===== config.mk =====
export PLATFORM = sky130hd
export DESIGN_NAME = neuron_tdm_scheduler
export DESIGN_NICKNAME = d
export VERILOG_FILES = /design/src/rtl/neuron_tdm_scheduler.sv
export SDC_FILE = /design/constraint.sdc
export NUM_CORES = 1
export LEC_CHECK = 0
export CORE_MARGIN = 5
export CORE_UTILIZATION = 50
export DETAILED_ROUTE_END_ITERATION = 10
export GPL_ROUTABILITY_DRIVEN = 0
export PLACE_DENSITY = 0.8
export SETUP_SLACK_MARGIN = 0.2
export SYNTH_ARGS = -nofsm -noshare
export SYNTH_HDL_FRONTEND = slang
export SYNTH_SLANG_ARGS = --single-unit

===== constraint.sdc =====
create_clock -name clk -period 3.8 [get_ports clk]
set_clock_uncertainty 0.15 [all_clocks]
set_input_delay 0.76 -clock clk [delete_from_list [all_inputs] [get_ports clk]]
set_output_delay 0.76 -clock clk [all_outputs]
set_load 0.01 [all_outputs]

===== src/rtl/neuron_tdm_scheduler.sv =====
// Time-multiplexed neuron update scheduler: one external datapath is shared by all
// neuron slots. Each tick starts an in-order sweep, and spike events are queued in a small FIFO.
module neuron_tdm_scheduler #(
   parameter int NUM_NEURONS   = 4,
   parameter int IDX_W         = 2,
   parameter int STATE_W       = 8,
   parameter int REFRACT_TICKS = 3,
   parameter int FIFO_DEPTH    = 4
) (
   input  logic               clk,
   input  logic               rst,
   input  logic               tick,
   input  logic               cfg_we,
   input  logic [IDX_W-1:0]   cfg_addr,
   input  logic [STATE_W-1:0] cfg_stim,
   input  logic [IDX_W-1:0]   mon_addr,
   output logic [STATE_W-1:0] mon_state,
   output logic               dp_req,
   output logic [IDX_W-1:0]   dp_idx,
   output logic [STATE_W-1:0] dp_state,
   output logic [STATE_W-1:0] dp_stim,
   input  logic               dp_ack,
   input  logic [STATE_W-1:0] dp_next_state,
   input  logic               dp_spike,
   output logic               spk_valid,
   output logic [IDX_W-1:0]   spk_idx,
   input  logic               spk_ready,
   output logic               busy,
   output logic               tick_overrun,
   output logic               spk_overflow,
   output logic [7:0]         sweep_count
);

   localparam int PTR_W = (FIFO_DEPTH > 1) ? $clog2(FIFO_DEPTH) : 1;
   localparam int CNT_W = $clog2(FIFO_DEPTH + 1);
   localparam logic [IDX_W-1:0] LAST_IDX      = IDX_W'(NUM_NEURONS - 1);
   localparam logic [CNT_W-1:0] FIFO_FULL_CNT = CNT_W'(FIFO_DEPTH);
   localparam logic [3:0]       REFRACT_LOAD  = 4'(REFRACT_TICKS);

   typedef enum logic [0:0] {
      IDLE  = 1'b0,
      ISSUE = 1'b1
   } fsm_t;

   fsm_t               fsm_r;
   fsm_t               fsm_next_s;
   logic [IDX_W-1:0]   idx_r;
   logic [IDX_W-1:0]   idx_next_s;
   logic [STATE_W-1:0] state_r   [NUM_NEURONS];
   logic [STATE_W-1:0] stim_r    [NUM_NEURONS];
   logic [3:0]         refract_r [NUM_NEURONS];

   logic [IDX_W-1:0]   fifo_mem_r [FIFO_DEPTH];
   logic [PTR_W-1:0]   wr_ptr_r;
   logic [PTR_W-1:0]   rd_ptr_r;
   logic [CNT_W-1:0]   fifo_cnt_r;

   logic [7:0]         sweep_count_r;
   logic               tick_overrun_r;
   logic               spk_overflow_r;

   logic               req_s;
   logic               skip_s;
   logic               transfer_s;
   logic               sweep_done_s;
   logic               push_s;
   logic               pop_s;
   logic               fifo_full_s;
   logic               push_ok_s;
   logic               drop_s;

   // Sweep sequencing: decide skip/request for the current slot and where to go next
   always_comb begin
      fsm_next_s   = fsm_r;
      idx_next_s   = idx_r;
      req_s        = 1'b0;
      skip_s       = 1'b0;
      transfer_s   = 1'b0;
      sweep_done_s = 1'b0;
      case (fsm_r)
         IDLE: begin
            if (tick) begin
               fsm_next_s = ISSUE;
               idx_next_s = '0;
            end else begin
               fsm_next_s = IDLE;
            end
         end
         ISSUE: begin
            if (refract_r[idx_r] != 4'd0) begin
               skip_s = 1'b1;
            end else begin
               req_s      = 1'b1;
               transfer_s = dp_ack;
            end
            if ((refract_r[idx_r] != 4'd0) || dp_ack) begin
               if (idx_r == LAST_IDX) begin
                  fsm_next_s   = IDLE;
                  idx_next_s   = '0;
                  sweep_done_s = 1'b1;
               end else begin
                  idx_next_s = idx_r + IDX_W'(1);
               end
            end else begin
               idx_next_s = idx_r;
            end
         end
         default: begin
            fsm_next_s = IDLE;
            idx_next_s = '0;
         end
      endcase
   end

   assign push_s      = transfer_s && dp_spike;
   assign pop_s       = (fifo_cnt_r != '0) && spk_ready;
   assign fifo_full_s = (fifo_cnt_r == FIFO_FULL_CNT);
   // A pop in the same cycle frees a slot, so a push into a full FIFO still lands
   assign push_ok_s   = push_s && (!fifo_full_s || pop_s);
   assign drop_s      = push_s && fifo_full_s && !pop_s;

   // FSM, sweep index, sweep counter and sticky status flags
   always_ff @(posedge clk) begin
      if (rst) begin
         fsm_r          <= IDLE;
         idx_r          <= '0;
         sweep_count_r  <= 8'd0;
         tick_overrun_r <= 1'b0;
         spk_overflow_r <= 1'b0;
      end else begin
         fsm_r <= fsm_next_s;
         idx_r <= idx_next_s;
         if (sweep_done_s) begin
            sweep_count_r <= sweep_count_r + 8'd1;
         end
         if ((fsm_r == ISSUE) && tick) begin
            tick_overrun_r <= 1'b1;
         end
         if (drop_s) begin
            spk_overflow_r <= 1'b1;
         end
      end
   end

   // Per-neuron storage: stimulus config, writeback on transfer, refractory skip
   always_ff @(posedge clk) begin
      if (rst) begin
         for (int i = 0; i < NUM_NEURONS; i++) begin
            state_r[i]   <= '0;
            stim_r[i]    <= '0;
            refract_r[i] <= 4'd0;
         end
      end else begin
         if (cfg_we) begin
            stim_r[cfg_addr] <= cfg_stim;
         end
         if (skip_s) begin
            refract_r[idx_r] <= refract_r[idx_r] - 4'd1;
            state_r[idx_r]   <= '0;
         end else if (transfer_s) begin
            if (dp_spike) begin
               state_r[idx_r]   <= '0;
               refract_r[idx_r] <= REFRACT_LOAD;
            end else begin
               state_r[idx_r] <= dp_next_state;
            end
         end
      end
   end

   // Spike event FIFO: circular buffer with occupancy count
   always_ff @(posedge clk) begin
      if (rst) begin
         wr_ptr_r   <= '0;
         rd_ptr_r   <= '0;
         fifo_cnt_r <= '0;
         for (int i = 0; i < FIFO_DEPTH; i++) begin
            fifo_mem_r[i] <= '0;
         end
      end else begin
         if (push_ok_s) begin
            fifo_mem_r[wr_ptr_r] <= idx_r;
            wr_ptr_r             <= wr_ptr_r + PTR_W'(1);
         end
         if (pop_s) begin
            rd_ptr_r <= rd_ptr_r + PTR_W'(1);
         end
         case ({push_ok_s, pop_s})
            2'b10:   fifo_cnt_r <= fifo_cnt_r + CNT_W'(1);
            2'b01:   fifo_cnt_r <= fifo_cnt_r - CNT_W'(1);
            default: fifo_cnt_r <= fifo_cnt_r;
         endcase
      end
   end

   assign busy         = (fsm_r == ISSUE);
   assign dp_req       = req_s;
   assign dp_idx       = idx_r;
   assign dp_state     = state_r[idx_r];
   assign dp_stim      = stim_r[idx_r];
   assign mon_state    = state_r[mon_addr];
   assign spk_valid    = (fifo_cnt_r != '0);
   assign spk_idx      = fifo_mem_r[rd_ptr_r];
   assign tick_overrun = tick_overrun_r;
   assign spk_overflow = spk_overflow_r;
   assign sweep_count  = sweep_count_r;

endmodule


==> out/metrics.cfg, run 1 <==
[run_status]
status=finished, final reports clean

[layout]
drive_gt1_share_pct=15.8
fillers=786
nets=509
final-seq-area_sq_um=3120
final_common_cell=edfxtp_1
diodes=0
fin_area_sq_um=6370
multiInputGateArea_sq_um=2080
final_cell_mix=edfxtp_1 (88), clkdlybuf4s50_1 (66), nor2_1 (65)
area_growth_pct=20.0

[sta]
post-route-min-period_ps=3360
finalSetupViolCount=0
max_freq_mhz=297
tns_ps=0
slew_viol_final=0
final_hold_viol_count=0
hold_ws_ps=350
rsz0062_at_grt=no
relSlewSlack_pct=38.4
worstMarginPinSlew_ps=922
finalCritPeriodShare_pct=88.5

[worst_setup_path]
critPathKind=in -> out
worstPathRequired_ps=2890
worstSetupStartpointType=input port
crit_arrival_ps=2450
cp_max_fo=8
critPathCaptureType=primary output

[route]
drt-met1-wl_microns=4460
antenna_left=0
routed_wl_microns=10800
vias_per_cell=5.57
drt_iter0_drc=281
wl_per_cell_microns=17.6
wl_met3_microns=657
wl_met2_microns=5580
top_layer=met4
drt-pass1-iter-count=5
vias=3439
drcViolationCount=0

[yosys]
yosysTopAreaCell=edfxtp_1
syn_inst=402
synth.ff_latch_count=112
yosysSeqAreaShare_pct=58.8
synth.avg_cell_area_sq_um=13.2
yosys_warnings=0
synth.cell_area_sq_um=5310
yosysUniqueCellTypes=49
synth-edff-count=88
synthTopCellsByArea=edfxtp_1 (50%), mux4_2 (9.8%), dfxtp_1 (9.1%)
syn_nets=435
synth_ff_type=edfxtp_1
synth.top_cell.area_share_pct=49.8
synthArstFlopShare_pct=0

[clock_tree]
htree_levels=3
clk_latency_ps=380
cts.path.max_buffers=2
path_clk_slew_ps=110
cts_tree=built
cts.root.buffer_cell=clkbuf_8
numCtsBuffers=9
cts_hold_buf=0
clock_sinks=112

[floorplan]
start_util_pct=51.4
core_area_sq_um=10300
die_w_microns=113
rows=37
die_h_microns=113
ioPinCount=68
dieArea_sq_um=12800

[grt]
grt_pass1_wl_microns=17600
grt_remaining_overflow=0
grt_pass1_vias=3509
grt_max_degree=34
antenna_found_initial=0
track_usage_pct=17.5

[power]
switching_power_uw=668
p_per_area_nw_per_um2=405
total_power_uw=2580
intPower_uw=1910
combPwrFrac_pct=15.9
vdd_drop_max_mv=0.178
power.leakage_uw=0.00221
seqPwrFrac_pct=55.0
swShare_pct=25.9
p_clk_share_pct=29.1

[worst_hold_path]
hold_class=reg -> reg

[placement]
port_buffers=67
dp_hpwl_microns=7770
placed_area_sq_um=6150

[run]
maxCapViolations=0

[area by class of cell]
class / count / share of cell area (%)
clock inverters: 7 / 1.36
inverters: 13 / 0.766
multi-input cells: 263 / 32.6
clock buffers: 9 / 1.94
repair buffers: 77 / 11.6
flip-flops and latches: 112 / 49.0
well taps: 136 / 2.67
[final timing paths]
kind | startpoint | endpoint | slack [ps] | cells past startpoint
worst max register to register | flop | fifo_cnt_r[2]$_SDFFE_PP0P_ | 510 | 13
worst max-delay path | mon_addr[0] | mon_state[0] | 440 | 4
worst min register to register | tick_overrun$_SDFFE_PP0P_ | tick_overrun$_SDFFE_PP0P_ | 350 | 2
worst min-delay path | tick_overrun$_SDFFE_PP0P_ | tick_overrun$_SDFFE_PP0P_ | 350 | 2
[what timing repair did]
item / 4_1_cts / 5_1_grt
setup buffers: 0 / 1
gates resized for setup: 3 / 4
setup endpoints to repair: 1 / 1
pin swaps: 0 / 2
[state kept, by name, indices dropped and copies added (netlist names), named ones only]
signal        cells
dp_idx            2
busy              1
state_r          32
spk_overflow      1
refract_r        16
fifo_cnt_r        3
fifo_mem_r        8
sweep_count       8
stim_r           32
wr_ptr_r          2
rd_ptr_r          2
tick_overrun      1
[per-layer routing]
| layer | track usage (%) | vias up |
|---|---|---|
| met2 | 30.8 | 111 |
| met4 | 3.85 | 0 |
| met5 | 0 | - |
| met3 | 3.58 | 11 |
| li1 | - | 1640 |
| met1 | 22.4 | 1677 |
[stage by stage]
step           utilization [%]  setup WS, ps  std cells
5_1_grt                   61.7           278        617
3_5_place_dp              59.6           178        600
6_report                  61.7           438        617
3_3_place_gp              59.6           260        600
2_1_floorplan                -           298        402
4_1_cts                   61.6           205        616
[critical path: stages]
cell and delay, ps:
clkdlybuf4s50_1 460, buf_4 210, mux4_2 520, clkdlybuf4s50_1 500
[synthesized netlist by cell type (all sizes together) (5+ instances only)]
library cell	count
edfxtp	88
nor2	65
and2	33
mux4	28
nand2	28
dfxtp	24
nor3	15
inv	13
a21oi	10
clkbuf	8
mux2	8
nand3	7
buf	6
nor2b	6
xnor2	6
a31o	5
ha	5
or3	5
[cells by family after synthesis]
family | share of synthesized area, %
compound gates | 4.90
xor+xnor | 1.65
fa+ha+maj | 1.56
buf+inv | 2.19
flops | 58.8
mux | 14.4
simple gates | 16.5
[power groups by stage]
stage	registers, uW	logic, uW	clock network (uW)
after floorplan	1440	248	0
after global placement	1440	399	0
after detailed placement	1450	407	0
after CTS	1420	409	761
after global routing	1430	443	811
final	1420	411	751
Note: power is estimated with default switching activity, not from simulation.
==> run 2: changes to the inputs <==
PLACE_DENSITY = 0.77   (was 0.8)
clock period = 3.4 ns   (was 3.8 ns; I/O delays follow)
==> out/metrics.cfg, run 2 (synthesized netlist as in run 1, its figures left out) <==
[worst_setup_path]
crit_arrival_ps=3360  ; +910 ps
critPathCaptureType=flop
r2r_cells=14  ; +1
worst-path-buf-inv=4  ; +1
cp_max_fo=4  ; -4
critPathKind=reg -> reg
r2r_end=fifo_cnt_r[2]$_SDFFE_PP0P_
path_common_cell=inv_2
worstPathRequired_ps=3570  ; +680 ps
crit_family=simple AND/OR/NAND/NOR gates
slowest_delay_ps=560  ; +40 ps
path_cells=mux4_2 > inv_2 > ha_4 > nand2b_1 > or3_4 > buf_6 > a211oi_4 > inv_2 > ha_4 > inv_2 > fa_2 > xor2_1 > or3_1 > a21oi_1
rrSetupSlack_ps=200  ; -310 ps
cp_slowest_cell=mux4_2
worstSetupStartpointType=flop

[grt]
grt_pass1_wl_microns=17900  ; +1.7%
antenna_found_initial=0  ; unchanged
grt_max_degree=34  ; unchanged
grt_remaining_overflow=0  ; unchanged
track_usage_pct=18.0  ; +0.48 points
grt_pass1_vias=3561  ; +1.5%

[placement]
placed_area_sq_um=6240  ; +1.5%
port_buffers=67  ; unchanged
dp_hpwl_microns=8050  ; +3.7%
dp.cells=607  ; +1.2%

[power]
total_power_uw=2840  ; +10%
vdd_drop_max_mv=0.193  ; +8.1%
p_per_area_nw_per_um2=438  ; +8.0%
power.leakage_uw=0.00233  ; +5.4%

[route]
routed_wl_microns=11000  ; +1.6%
antenna_left=0  ; unchanged
vias_per_cell=5.63  ; +1.0%
drcViolationCount=0  ; unchanged
wl_per_cell_microns=17.6  ; about the same
drt_iter0_drc=218  ; -22%
vias=3531  ; +2.7%
drt-pass1-iter-count=4  ; -1

[clock_tree]
numCtsBuffers=9  ; unchanged
clk_latency_ps=380  ; about the same
cts.path.max_buffers=2  ; unchanged
htree_levels=3  ; unchanged
cts_tree=built
clock_sinks=112  ; unchanged
cts_hold_buf=0  ; unchanged
cts.root.buffer_cell=clkbuf_8
path_clk_slew_ps=110  ; about the same

[layout]
nets=519  ; +2.0%
largestRegisters=state_r x32, stim_r x32, refract_r x16
fin_area_sq_um=6490  ; +1.9%
fin_cells=627  ; +1.6%
final_cell_mix=edfxtp_1 (88), nor2_1 (64), clkdlybuf4s50_1 (60)
area_growth_pct=22.3
diodes=0  ; unchanged
final_common_cell=edfxtp_1
drive_gt1_share_pct=19.8  ; +4.0 points

[floorplan]
core_area_sq_um=10300  ; unchanged
rows=37  ; unchanged
dieArea_sq_um=12800  ; unchanged
ioPinCount=68  ; unchanged
start_util_pct=51.4  ; unchanged
die_w_microns=113  ; unchanged
die_h_microns=113  ; unchanged

[worst_hold_path]
worstHoldEndpoint=tick_overrun$_SDFFE_PP0P_
hold_class=reg -> reg
holdPathStages=2  ; unchanged
worstHoldStart=tick_overrun$_SDFFE_PP0P_

[sta]
max_freq_mhz=313
finalCritPeriodShare_pct=94.1
slew_viol_final=0  ; unchanged
relSlewSlack_pct=53.0  ; +15 points
hold_ws_ps=359  ; +9.37 ps
final_hold_viol_count=0  ; unchanged
worstMarginPinSlew_ps=698  ; -224 ps
post-route-min-period_ps=3200
finalSetupViolCount=0  ; unchanged
rsz0062_at_grt=yes

[run_status]
status=finished, final reports clean

[run]
maxCapViolations=0  ; unchanged

run 2: how the worst max path moves through the flow:
stage / from / to / cells past startpoint
2_1_floorplan: flop / fifo_cnt_r[2]$_SDFFE_PP0P_ / 14
3_3_place_gp: spk_ready / fifo_cnt_r[2]$_SDFFE_PP0P_ / 11
3_5_place_dp: spk_ready / fifo_cnt_r[2]$_SDFFE_PP0P_ / 11
4_1_cts: flop / fifo_cnt_r[2]$_SDFFE_PP0P_ / 14
5_1_grt: flop / fifo_cnt_r[2]$_SDFFE_PP0P_ / 14
6_report: flop / fifo_cnt_r[2]$_SDFFE_PP0P_ / 14
run 2: layer usage:
layer	vias to the layer above	share of wire [%]	wire length, microns	global-route usage, %
met3	21	5.8	643	3.80
met1	1733	41	4530	22.1
met2	117	51	5650	31.8
met4	0	1.8	196	5.69
met5	-	0	0	0
li1	1660	-	-	-
run 2: area by class of cell:
cell class	instances	area, sq um
clock buffers	9	124
inverters	13	48.8
repair buffers	87	851
flip-flops and latches	112	3130
fillers	783	3830
clock inverters	7	61.3
well taps	136	170
multi-input cells	263	2110
run 2: repair_timing:
item                       in CTS  in global routing
pin swaps                       1                  0
gates cloned                    0                  0
setup buffers                   3                  1
gates resized for setup        11                 11
setup endpoints to repair       3                 25
run 2: per-stage QoR:
step	util, %	setup slack, ps	setup TNS (ps)
floorplan	-	204	0
global placement	60.4	63.7	0
detailed placement	60.4	-43.5	-43.5
CTS	62.6	187	0
global route	62.9	71.1	0
finish	62.9	201	0
run 2: report_power, final:
group          leakage, uW  internal, uW  total [uW]  switching [uW]
registers          0.00109          1550        1590            34.2
logic              0.00115           248         489             241
clock network    0.0000940           282         765             483
total              0.00233          2080        2840             758
run 2: worst reg2reg max path, stage by stage (launching register included):
cell      delay, ps
dfxtp_4         390
mux4_2          560
inv_2           110
ha_4            140
nand2b_1         60
or3_4           360
buf_6           140
a211oi_4        250
inv_2            80
ha_4            170
inv_2            50
fa_2            190
xor2_1           70
or3_1           310
a21oi_1         120
==> run 3: changes to the inputs <==
TNS_END_PERCENT = 30   (was default)
==> out/metrics.cfg, run 3 (synthesized netlist as in run 1, its figures left out) <==
[run_status]
status=finished, final reports clean

[grt]
track_usage_pct=18.0  ; +0.034 points
grt_pass1_vias=3554  ; -0.20%
grt_max_degree=34  ; unchanged
grt_pass1_wl_microns=17900  ; about the same
antenna_found_initial=0  ; unchanged
grt_remaining_overflow=0  ; unchanged

[layout]
final_common_cell=edfxtp_1
largestRegisters=state_r x32, stim_r x32, refract_r x16
drive_gt1_share_pct=20.3  ; +0.53 points
final_cell_mix=edfxtp_1 (88), clkdlybuf4s50_1 (65), nor2_1 (64)
area_growth_pct=22.4
final_util_pct=62.9  ; +0.073 points
fin_cells=629  ; +0.32%
diodes=0  ; unchanged
nets=521  ; +0.39%

[route]
drt_iter0_drc=242  ; +11%
antenna_left=0  ; unchanged
drt-pass1-iter-count=4  ; unchanged
routed_wl_microns=11100  ; +0.37%
wl_met2_microns=5660  ; +0.32%
top_layer=met4
drcViolationCount=0  ; unchanged
wl_per_cell_microns=17.6  ; about the same
drt-met1-wl_microns=4480  ; -0.95%
wl_met3_microns=723  ; +12%
vias=3512  ; -0.54%
vias_per_cell=5.58  ; -0.85%

[worst_hold_path]
hold_class=reg -> reg

[clock_tree]
clk_latency_ps=380  ; about the same
clock_sinks=112  ; unchanged
htree_levels=3  ; unchanged
numCtsBuffers=9  ; unchanged
path_clk_slew_ps=100  ; about the same
cts.path.max_buffers=2  ; unchanged
cts.root.buffer_cell=clkbuf_8
cts_hold_buf=0  ; unchanged
cts_tree=built

[sta]
rsz0062_at_grt=yes
max_freq_mhz=313  ; about the same
final_hold_viol_count=0  ; unchanged
setup_slack_ps=204  ; +3.03 ps
relSlewSlack_pct=52.6  ; -0.42 points
post-route-min-period_ps=3200  ; -3.03 ps
worstMarginPinSlew_ps=704  ; +6.30 ps
slew_viol_final=0  ; unchanged
finalCritPeriodShare_pct=94.0  ; about the same
finalSetupViolCount=0  ; unchanged
tns_ps=0  ; unchanged

[power]
total_power_uw=2840  ; +0.11%
vdd_drop_max_mv=0.198  ; +2.7%
power.leakage_uw=0.00228  ; -2.2%
p_per_area_nw_per_um2=438  ; about the same

[placement]
dp.cells=607  ; unchanged
port_buffers=67  ; unchanged
dp_hpwl_microns=8050  ; unchanged
pre_cts_slack_ps=-43.5  ; unchanged

[floorplan]
rows=37  ; unchanged
die_w_microns=113  ; unchanged
start_util_pct=51.4  ; unchanged
dieArea_sq_um=12800  ; unchanged
core_area_sq_um=10300  ; unchanged
ioPinCount=68  ; unchanged
die_h_microns=113  ; unchanged

[worst_setup_path]
worstPathRequired_ps=3570  ; about the same
critPathKind=reg -> reg
crit_arrival_ps=3360  ; about the same
critPathCaptureType=flop
worstSetupStartpointType=flop
cp_max_fo=4  ; unchanged
rrSetupSlack_ps=200  ; about the same

[run]
maxCapViolations=0  ; unchanged

-- run 3: changes by cell type in the layout (fill, tap and decap cells not counted), sizes merged --
cell	change
clkdlybuf4s50	+5
dlymetal6s2s	-5
buf	+2
-- run 3: where the power goes --
part / leakage [uW] / internal [uW] / total, uW / switching, uW
combinational: 0.00110 / 251 / 494 / 243
clock: 0.0000940 / 282 / 763 / 481
sequential: 0.00109 / 1550 / 1590 / 34.2
total: 0.00228 / 2090 / 2840 / 758
-- run 3: area by class of cell --
class	count	area (sq um)
inverter	13	48.8
sequential	112	3130
multi-input combinational	263	2110
tap	136	170
clock inverter	7	61.3
clock buffer	9	124
timing repair buffer	89	853
fill	778	3820
-- run 3: final timing paths --
kind | start | cells past startpoint | to
setup / recovery | flop | 14 | fifo_cnt_r[2]$_SDFFE_PP0P_
hold / removal | fifo_cnt_r[2]$_SDFFE_PP0P_ | 2 | fifo_cnt_r[2]$_SDFFE_PP0P_
setup reg to reg | flop | 14 | fifo_cnt_r[2]$_SDFFE_PP0P_
hold reg to reg | fifo_cnt_r[2]$_SDFFE_PP0P_ | 2 | fifo_cnt_r[2]$_SDFFE_PP0P_
-- run 3: per-layer routing --
layer	vias up	global-route usage (%)
met5	-	0
met4	0	5.69
met3	17	3.80
met2	115	31.9
met1	1718	22.1
li1	1662	-
-- run 3: timing repair --
| action | CTS | global route |
|---|---|---|
| pin swaps | 1 | 3 |
| endpoints found under the setup margin | 3 | 24 |
| resized for setup | 10 | 8 |
| endpoints found under the hold margin | 0 | 0 |
| setup buffers | 3 | 3 |
-- run 3: stage by stage --
| stage | cell area [sq um] | hold WS, ps |
|---|---|---|
| after global routing | 6500 | 382 |
| after floorplan | 5340 | 315 |
| after CTS | 6460 | 361 |
| final | 6500 | 357 |
| after global placement | 6240 | 303 |
| after detailed placement | 6240 | 332 |
-- run 3: critical path, cell delays in order, from the launching register on --
cell and delay, ps:
dfxtp_4 390, mux4_2 560, inv_2 110, ha_4 140, nand2_2 50, or3_4 350, buf_6 140, a211oi_4 250
inv_2 80, ha_4 170, inv_2 50, fa_2 190, xor2_1 70, or3_1 300, a21oi_1 140
